$ cat src/rtl/timer_arb_pkg.sv
// timer_arb_pkg
// Shared definitions for the round-robin timer arbiter: FSM state encoding
// and default parameter values for a 100 MHz system clock.
package timer_arb_pkg;

    // Default time base: 1,000,000 system cycles per tick (100 Hz at 100 MHz)
    localparam int DEF_PRESCALE = 1000000;
    localparam int DEF_DW       = 16;

    typedef enum logic [1:0] {
        ST_IDLE = 2'd0,
        ST_RUN  = 2'd1,
        ST_DONE = 2'd2
    } state_t;

endpackage

$ cat src/rtl/rr_arbiter.sv
// rr_arbiter
// Purely combinational round-robin selector. The search starts one past the
// most recent winner and wraps, so every pending requester is served in turn.
// The caller registers the result.
//
// Ports:
//   req   in  NREQ          request levels
//   last  in  $clog2(NREQ)  index of the most recent winner
//   gnt   out NREQ          one-hot selected requester (0 if none)
//   idx   out $clog2(NREQ)  index of the selected requester
//   any   out 1             at least one request is pending
module rr_arbiter #(
    parameter int NREQ = 4
) (
    input  logic [NREQ-1:0]         req,
    input  logic [$clog2(NREQ)-1:0] last,
    output logic [NREQ-1:0]         gnt,
    output logic [$clog2(NREQ)-1:0] idx,
    output logic                    any
);

    localparam int IW = $clog2(NREQ);

    always_comb begin
        gnt = '0;
        idx = '0;
        any = 1'b0;
        // k = 1..NREQ visits last+1 first and last itself at the very end
        for (int k = 1; k <= NREQ; k++) begin
            if (!any && req[(int'(last) + k) % NREQ]) begin
                any = 1'b1;
                gnt[(int'(last) + k) % NREQ] = 1'b1;
                idx = IW'((int'(last) + k) % NREQ);
            end
        end
    end

endmodule

$ cat src/rtl/timer_arbiter.sv
// timer_arbiter
// Shares one prescaled countdown timer among NREQ requesters. A winner is
// picked round-robin, its delay (in ticks) is counted on a shared prescaler,
// and a one-cycle done pulse is returned to it on expiry. Dropping the
// request while running aborts without a done pulse.
//
// Ports:
//   clk        in  1             system clock
//   rst_n      in  1             asynchronous active-low reset
//   req        in  NREQ          per-requester request level
//   dly        in  NREQ*DW       per-requester delay, slice i = dly[i*DW +: DW]
//   grant      out NREQ          one-hot owner of the timer
//   done       out NREQ          one-cycle expiry pulse to the owner
//   busy       out 1             timer in RUN or DONE
//   remaining  out DW            ticks left for the current owner
//   owner      out $clog2(NREQ)  current or most recent winner
//
// state   | meaning
// --------+-------------------------------------------------------------
// IDLE    | no owner; arbitrate pending requests, load delay on a win
// RUN     | owner holds grant; prescaler runs, remaining counts down
// DONE    | one-cycle done pulse to owner, grant already released
module timer_arbiter
    import timer_arb_pkg::*;
#(
    parameter int NREQ     = 4,
    parameter int DW       = DEF_DW,
    parameter int PRESCALE = DEF_PRESCALE
) (
    input  logic                    clk,
    input  logic                    rst_n,
    input  logic [NREQ-1:0]         req,
    input  logic [NREQ*DW-1:0]      dly,
    output logic [NREQ-1:0]         grant,
    output logic [NREQ-1:0]         done,
    output logic                    busy,
    output logic [DW-1:0]           remaining,
    output logic [$clog2(NREQ)-1:0] owner
);

    localparam int IW = $clog2(NREQ);
    localparam int PW = (PRESCALE > 1) ? $clog2(PRESCALE) : 1;

    state_t          state, state_nxt;
    logic [PW-1:0]   presc, presc_nxt;
    logic [IW-1:0]   last, last_nxt;
    logic [IW-1:0]   owner_nxt;
    logic [NREQ-1:0] grant_nxt, done_nxt;
    logic [DW-1:0]   rem_nxt;

    logic [NREQ-1:0] arb_gnt;
    logic [IW-1:0]   arb_idx;
    logic            arb_any;
    logic [DW-1:0]   dly_slice [NREQ];

    for (genvar g = 0; g < NREQ; g++) begin : g_slice
        assign dly_slice[g] = dly[g*DW +: DW];
    end

    rr_arbiter #(.NREQ(NREQ)) u_rr (
        .req  (req),
        .last (last),
        .gnt  (arb_gnt),
        .idx  (arb_idx),
        .any  (arb_any)
    );

    // Derived from the state register only, so reset drops it immediately
    assign busy = (state != ST_IDLE);

    always_ff @(posedge clk or negedge rst_n) begin
        if (!rst_n) begin
            state     <= ST_IDLE;
            presc     <= '0;
            last      <= IW'(NREQ - 1);
            owner     <= '0;
            grant     <= '0;
            done      <= '0;
            remaining <= '0;
        end else begin
            state     <= state_nxt;
            presc     <= presc_nxt;
            last      <= last_nxt;
            owner     <= owner_nxt;
            grant     <= grant_nxt;
            done      <= done_nxt;
            remaining <= rem_nxt;
        end
    end

    always_comb begin
        state_nxt = state;
        presc_nxt = presc;
        last_nxt  = last;
        owner_nxt = owner;
        grant_nxt = grant;
        done_nxt  = '0;
        rem_nxt   = remaining;

        case (state)
            ST_IDLE: begin
                grant_nxt = '0;
                rem_nxt   = '0;
                presc_nxt = '0;
                if (arb_any) begin
                    state_nxt = ST_RUN;
                    grant_nxt = arb_gnt;
                    owner_nxt = arb_idx;
                    last_nxt  = arb_idx;
                    rem_nxt   = dly_slice[arb_idx];
                end
            end

            ST_RUN: begin
                if (!req[owner]) begin
                    // Abort: owner withdrew, no done pulse, last keeps owner
                    state_nxt = ST_IDLE;
                    grant_nxt = '0;
                    rem_nxt   = '0;
                    presc_nxt = '0;
                end else if (remaining == '0) begin
                    // Zero delay expires on the first RUN cycle
                    state_nxt       = ST_DONE;
                    grant_nxt       = '0;
                    done_nxt[owner] = 1'b1;
                end else if (presc == PW'(PRESCALE - 1)) begin
                    presc_nxt = '0;
                    if (remaining == DW'(1)) begin
                        state_nxt       = ST_DONE;
                        grant_nxt       = '0;
                        rem_nxt         = '0;
                        done_nxt[owner] = 1'b1;
                    end else begin
                        rem_nxt = remaining - 1'b1;
                    end
                end else begin
                    presc_nxt = presc + 1'b1;
                end
            end

            ST_DONE: begin
                state_nxt = ST_IDLE;
                grant_nxt = '0;
                presc_nxt = '0;
            end

            default: begin
                state_nxt = ST_IDLE;
                grant_nxt = '0;
                rem_nxt   = '0;
                presc_nxt = '0;
            end
        endcase
    end

endmodule
$ cat config.mk
export PLATFORM = sky130hd
export DESIGN_NAME = timer_arbiter
export DESIGN_NICKNAME = d
export VERILOG_FILES = /design/src/rtl/timer_arb_pkg.sv /design/src/rtl/rr_arbiter.sv /design/src/rtl/timer_arbiter.sv
export SDC_FILE = /design/constraint.sdc
export NUM_CORES = 1
export LEC_CHECK = 0
export ABC_AREA = 1
export BUFFER_PORTS_ARGS = -buffer_cell sky130_fd_sc_hd__buf_2
export CELL_PAD_IN_SITES_DETAIL_PLACEMENT = 0
export CELL_PAD_IN_SITES_GLOBAL_PLACEMENT = 1
export CORE_MARGIN = 2
export CORE_UTILIZATION = 41
export CTS_CLUSTER_DIAMETER = 80
export DETAILED_ROUTE_END_ITERATION = 10
export PLACE_DENSITY_LB_ADDON = 0.1
export SKIP_LAST_GASP = 1
export SYNTH_ARGS = -nofsm -noshare
export SYNTH_HDL_FRONTEND = slang
export SYNTH_HIERARCHICAL = 1
export SYNTH_SLANG_ARGS = --single-unit
$ cat constraint.sdc
create_clock -name clk -period 5.6 [get_ports clk]
set_input_delay 0.56 -clock clk [delete_from_list [all_inputs] [get_ports clk]]
set_output_delay 0.56 -clock clk [all_outputs]
set_load 0.01 [all_outputs]
# Word level (Yosys, flattened, before mapping)
# Index checks and enable logic that the tools add are counted.
# totals
word_cells,130
ff_bits,50
# classes
mux,66
magnitude_cmp,11
n_bitwise,9
n_reduce_logical,22
eq_ne,9
n_addsub,6
# ops
operator,count
$mux W16,7
$mux W20,4
$mux W4,14
$pmux W16 S3,1
$bmux W16 S2,1
$add A20 B1 Y20 const B,1
$eq A20 B20 Y1 const B,1
$mux W1,18
$mux W2,9
$eq A16 B1 Y1 const B,1
$logic_not A16 Y1,1
$lt A3 B4 Y1 const B,4
$sub A16 B1 Y16 const B,1
$ge A3 B1 Y1 const B,4
$or A4 B4 Y4,3
$bmux W1 S2,5
$demux W1 S2,5
$logic_and A1 B1 Y1,8
$ne A4 B4 Y1 const B,2
$pmux W4 S2,1
$reduce_or A2 Y1,4
$ne A3 B3 Y1 const B,2
$reduce_and A3 Y1,2
$add A2 B1 Y2 const B,2
other kinds (15),22

# Longest topological paths before layout
# logic_depth
depth_word,22
mapped_depth,18
depth_no_buf,15

# By module
# Netlist, hierarchy kept.
# modules_own_cells
module,area_each_um2,instances,cells_each
timer_arbiter,3589.7,1,567
rr_arbiter,535.5,1,81

# Worst setup path before layout
# Ideal clock, no wire load.
# synth_path
path_kind,register to register
start,register last[0]
end,register remaining[0]
synth_period_minus_slack_ps,2733
stages_incl_launch_ff,18
path_slack_ps,2867
required_ps,5484
path_buffers,2
t_arrival_ps,2617
cell_sequence,dfstp_2 -> buf_6 -> inv_8 -> ha_1 -> inv_2 -> nand3_4 -> nand2_4 -> nor2_4 -> nand3_1 -> a21oi_1 -> inv_1 -> clkbuf_1 -> o21ai_0 -> o22ai_1 -> nand2_1 -> o21ai_0 -> nand2_1 -> nand2_1
# synth_between
elab_chain_cells,20
# synth_rtl
item,line_no,text
from (decl),timer_arbiter.sv:46,"logic [IW-1:0] last, last_nxt;"
from (signal assigned),timer_arbiter.sv:75,last <= IW'(NREQ - 1);
from (signal assigned),timer_arbiter.sv:83,last <= last_nxt;
$add A2 B1 Y2,"rr_arbiter.sv:30, rr_arbiter.sv:33",
$bmux W1 S2,rr_arbiter.sv:30,if (!any && req[(int'(last) + k) % NREQ]) begin
$mux W1 (implied by the code) (2 in a row),rr_arbiter.sv:30,
$mux W1,rr_arbiter.sv:30,
$logic_not A1 Y1,rr_arbiter.sv:30,
$logic_and A1 B1 Y1,rr_arbiter.sv:30,
$mux W1,rr_arbiter.sv:30,
$logic_not A1 Y1,rr_arbiter.sv:30,
[... 3 more ...],-,
$logic_and A1 B1 Y1,rr_arbiter.sv:30,
$mux W2 *,rr_arbiter.sv:30,
net arb_idx[0],timer_arbiter.sv:52,logic [IW-1:0] arb_idx;
$not A2 Y3 (implied by the code) *,timer_arbiter.sv:110,rem_nxt = dly_slice[arb_idx];
$bmux W16 S2 *,timer_arbiter.sv:110,
$mux W16 (implied by the code) * (2 in a row),timer_arbiter.sv:110,
$mux W16 *,timer_arbiter.sv:105,if (arb_any) begin
$pmux W16 S3 *,timer_arbiter.sv:100,case (state)
to (signal assigned),timer_arbiter.sv:87,remaining <= rem_nxt;
to (decl),timer_arbiter.sv:37,"output logic [DW-1:0] remaining,"
# The timed path passes the listed nets; every way through them passes the cells marked *. The select of a mux whose other input is x is not followed.
# A chain may end at the register's enable or synchronous reset.

# Worst setup path after layout
# layout_path
start,register last[0]
end,register remaining[12]
# Same word-level chain as after synthesis.

==> results_dict.tcl <==
set metrics [dict create \
    setup_tns_ns 0 \
    antenna_found_initial 0 \
    ctsResizeCount 0 \
    wire_per_inst_um 14.29 \
    dp.cells 862 \
    grt_pass1_vias 4179 \
    vias_per_cell 5.183 \
    cp_cell_sequence "inv_8 -> ha_1 -> inv_2 -> nand3_1 -> nand2_2 -> inv_2 -> nand3_1 -> nand3_1 -> inv_1 -> o21ai_0 -> o22ai_1 -> nand2_1 -> o21ai_1 -> nand2_1 -> nand2_1" \
    first_pass_iters 7 \
    maxCapViolCount 0 \
    ios 97 \
    synth_fp_nets 730 \
    grt_use_met1 0.3196 \
    io_buffers 96 \
    setup_viol_count_final 0 \
    dieHeight_um 104.3 \
    grt_max_degree 51 \
    clk_latency_ns 0.32 \
    leakagePower_uw 0.002505 \
    slowest_delay_ns 0.74 \
    ctsHoldBuffers 0 \
    syn_to_final_growth_pct 16.04 \
    status "finished, final reports clean" \
    cp.arrival_ns 3.91 \
    hold_viol 0 \
    synth_area_leaders "dfrtp_1 (29%), nand2_1 (19%), nor2_1 (8.8%), nand3_1 (7.3%), o21ai_0 (5.2%)" \
    yosysSeqAreaShare 0.3039 \
    power_uw 2846 \
    ant_nets 0 \
    num_rows 36 \
    power_density_nw_per_um2 594.5 \
    worstMarginPinSlew_ns 0.7540 \
    htreeDepth 2 \
    synth_area_leader_cell "dfrtp_1" \
    numCtsBuffers 5 \
    critPathRequiredTime_ns 5.86 \
    start_util 0.4220 \
    yosysUniqueCellTypes 32 \
    crit_path_max_fanout 18 \
    cts_setup_buffers 0 \
    max_freq_mhz 274.0 \
    hold_slack_ns 0.3538 \
    die_w_um 104.3 \
    clkTransAtPathRegs_ns 0.11 \
    cts-root-buf "clkbuf_8" \
    hold_path_class "input port to async pin" \
    clock_sinks 50 \
    cp.buffers_inverters 4 \
    antenna_cells 0 \
    slew_viol_final 0 \
    vias 4509 \
    slew_headroom 0.4968 \
    top_usage_layer "met2" \
    drtIter0Drc 266 \
    core_area_um2 9774 \
    met3_usage 0.02882 \
    finClkSkew_ns 0.01207 \
    rsz0062_at_grt "no" \
    fin_crit_ns 3.650 \
    syn_inst 648 \
    grt_use_total 0.2265 \
    cts_tree "built" \
    grt_overflow 0 \
    synth_area_um2 4125 \
    final_core_util 0.4898 \
    gp_congestion 0.8553 \
    avgSynthCellArea_um2 6.366 \
    crit_type "flip-flop to flip-flop" \
    cp-end-kind "flip-flop" \
    fin_crit_sh 0.6518 \
    synth_top_area_frac 0.2912 \
    irDropWorstVdd_v 0.0004377 \
    synth-seq-cells 50 \
    yosysWarnings 6 \
    layout.nets 818 \
    grtUsageMet2 0.3716 \
    dieArea_um2 10880 \
    critPathSlowestCell "dfstp_2" \
    grt_pass1_wl_um 20400 \
    cp_top_family "simple AND/OR/NAND/NOR gates" \
    dp_hpwl_um 9468 \
    startpoint_type "flip-flop" \
    drc 0 \
    routed_wl_um 12430 \
    cts_buffer_depth 2 \
    fin_cells 870 \
    drive_above_1_share 0.1832 \
]
state kept, by name (all words and copies together), names as in the netlist:
register   cells
state          2
presc         20
owner          2
grant          4
remaining     16
last           2
done           4
layout by cell type, fill, tap and decap left out, drive strengths merged, types with 12 or more instances in the layout:
| master | synthesis | layout |
|---|---|---|
| nand4 | 16 | 16 |
| xor2 | 12 | 12 |
| nor2 | 105 | 105 |
| nand2 | 220 | 220 |
| ha | 12 | 12 |
| o22ai | 24 | 24 |
| inv | 59 | 60 |
| o21ai | 51 | 51 |
| nand3 | 63 | 63 |
| buf | 8 | 98 |
| dfrtp | 48 | 48 |
per-stage QoR:
stage	instance area, um^2	setup slack (ns)
after floorplan	4125	2.867
after global placement	4695	2.184
after detailed placement	4695	2.060
after CTS	4787	2.022
after global routing	4787	1.630
final	4787	1.950
synthesized netlist by cell type (all sizes together):
cell	count
nand2	220
a21oi	9
o22ai	24
ha	12
a21o	1
nor3	2
xnor2	2
o21ai	51
nand4	16
clkbuf	9
inv	59
nor4	1
xor2	12
buf	8
nand3	63
a21boi	4
dfrtp	48
nor2	105
dfstp	2
cells by family after synthesis:
family / count (synthesis) / synth area share
flops: 50 / 0.3039
simple gates: 407 / 0.4328
buf+inv: 76 / 0.07885
fa+ha+maj: 12 / 0.03640
compound gates: 89 / 0.1183
xor+xnor: 14 / 0.02972
power breakdown:
group          internal (uW)  switching [uW]
Sequential               453             121
Combinational            647            1390
Clock                   89.9             143
Total                   1190            1660
layout make-up:
class	instances	area, um^2
flip-flops and latches	50	1254
inverters	59	229.0
multi-input cells	522	2550
fillers	1031	4987
clock inverters	3	23.77
clock buffers	5	68.82
well taps	133	166.4
repair buffers	98	495.5
per-layer routing:
| metal | vias up | wire length, um | part of all wire |
|---|---|---|---|
| met5 | - | 0 | 0 |
| met4 | 0 | 138 | 0.011 |
| met3 | 11 | 645 | 0.052 |
| met2 | 142 | 5815 | 0.47 |
| met1 | 2076 | 5832 | 0.47 |
| li1 | 2280 | - | - |
worst paths after layout:
kind,to,slack [ns],depth (start not counted),startpoint
hold reg to reg,grant[0],0.49,2,grant[0]
max in group asynchronous,remaining[15],4.78,2,rst_n
setup / recovery,remaining[12],1.95,15,last[0]
min in group clk,grant[0],0.49,2,grant[0]
setup reg to reg,remaining[12],1.95,15,last[0]
hold / removal,presc[5],0.35,2,rst_n
(Power assumes the default switching activity.)
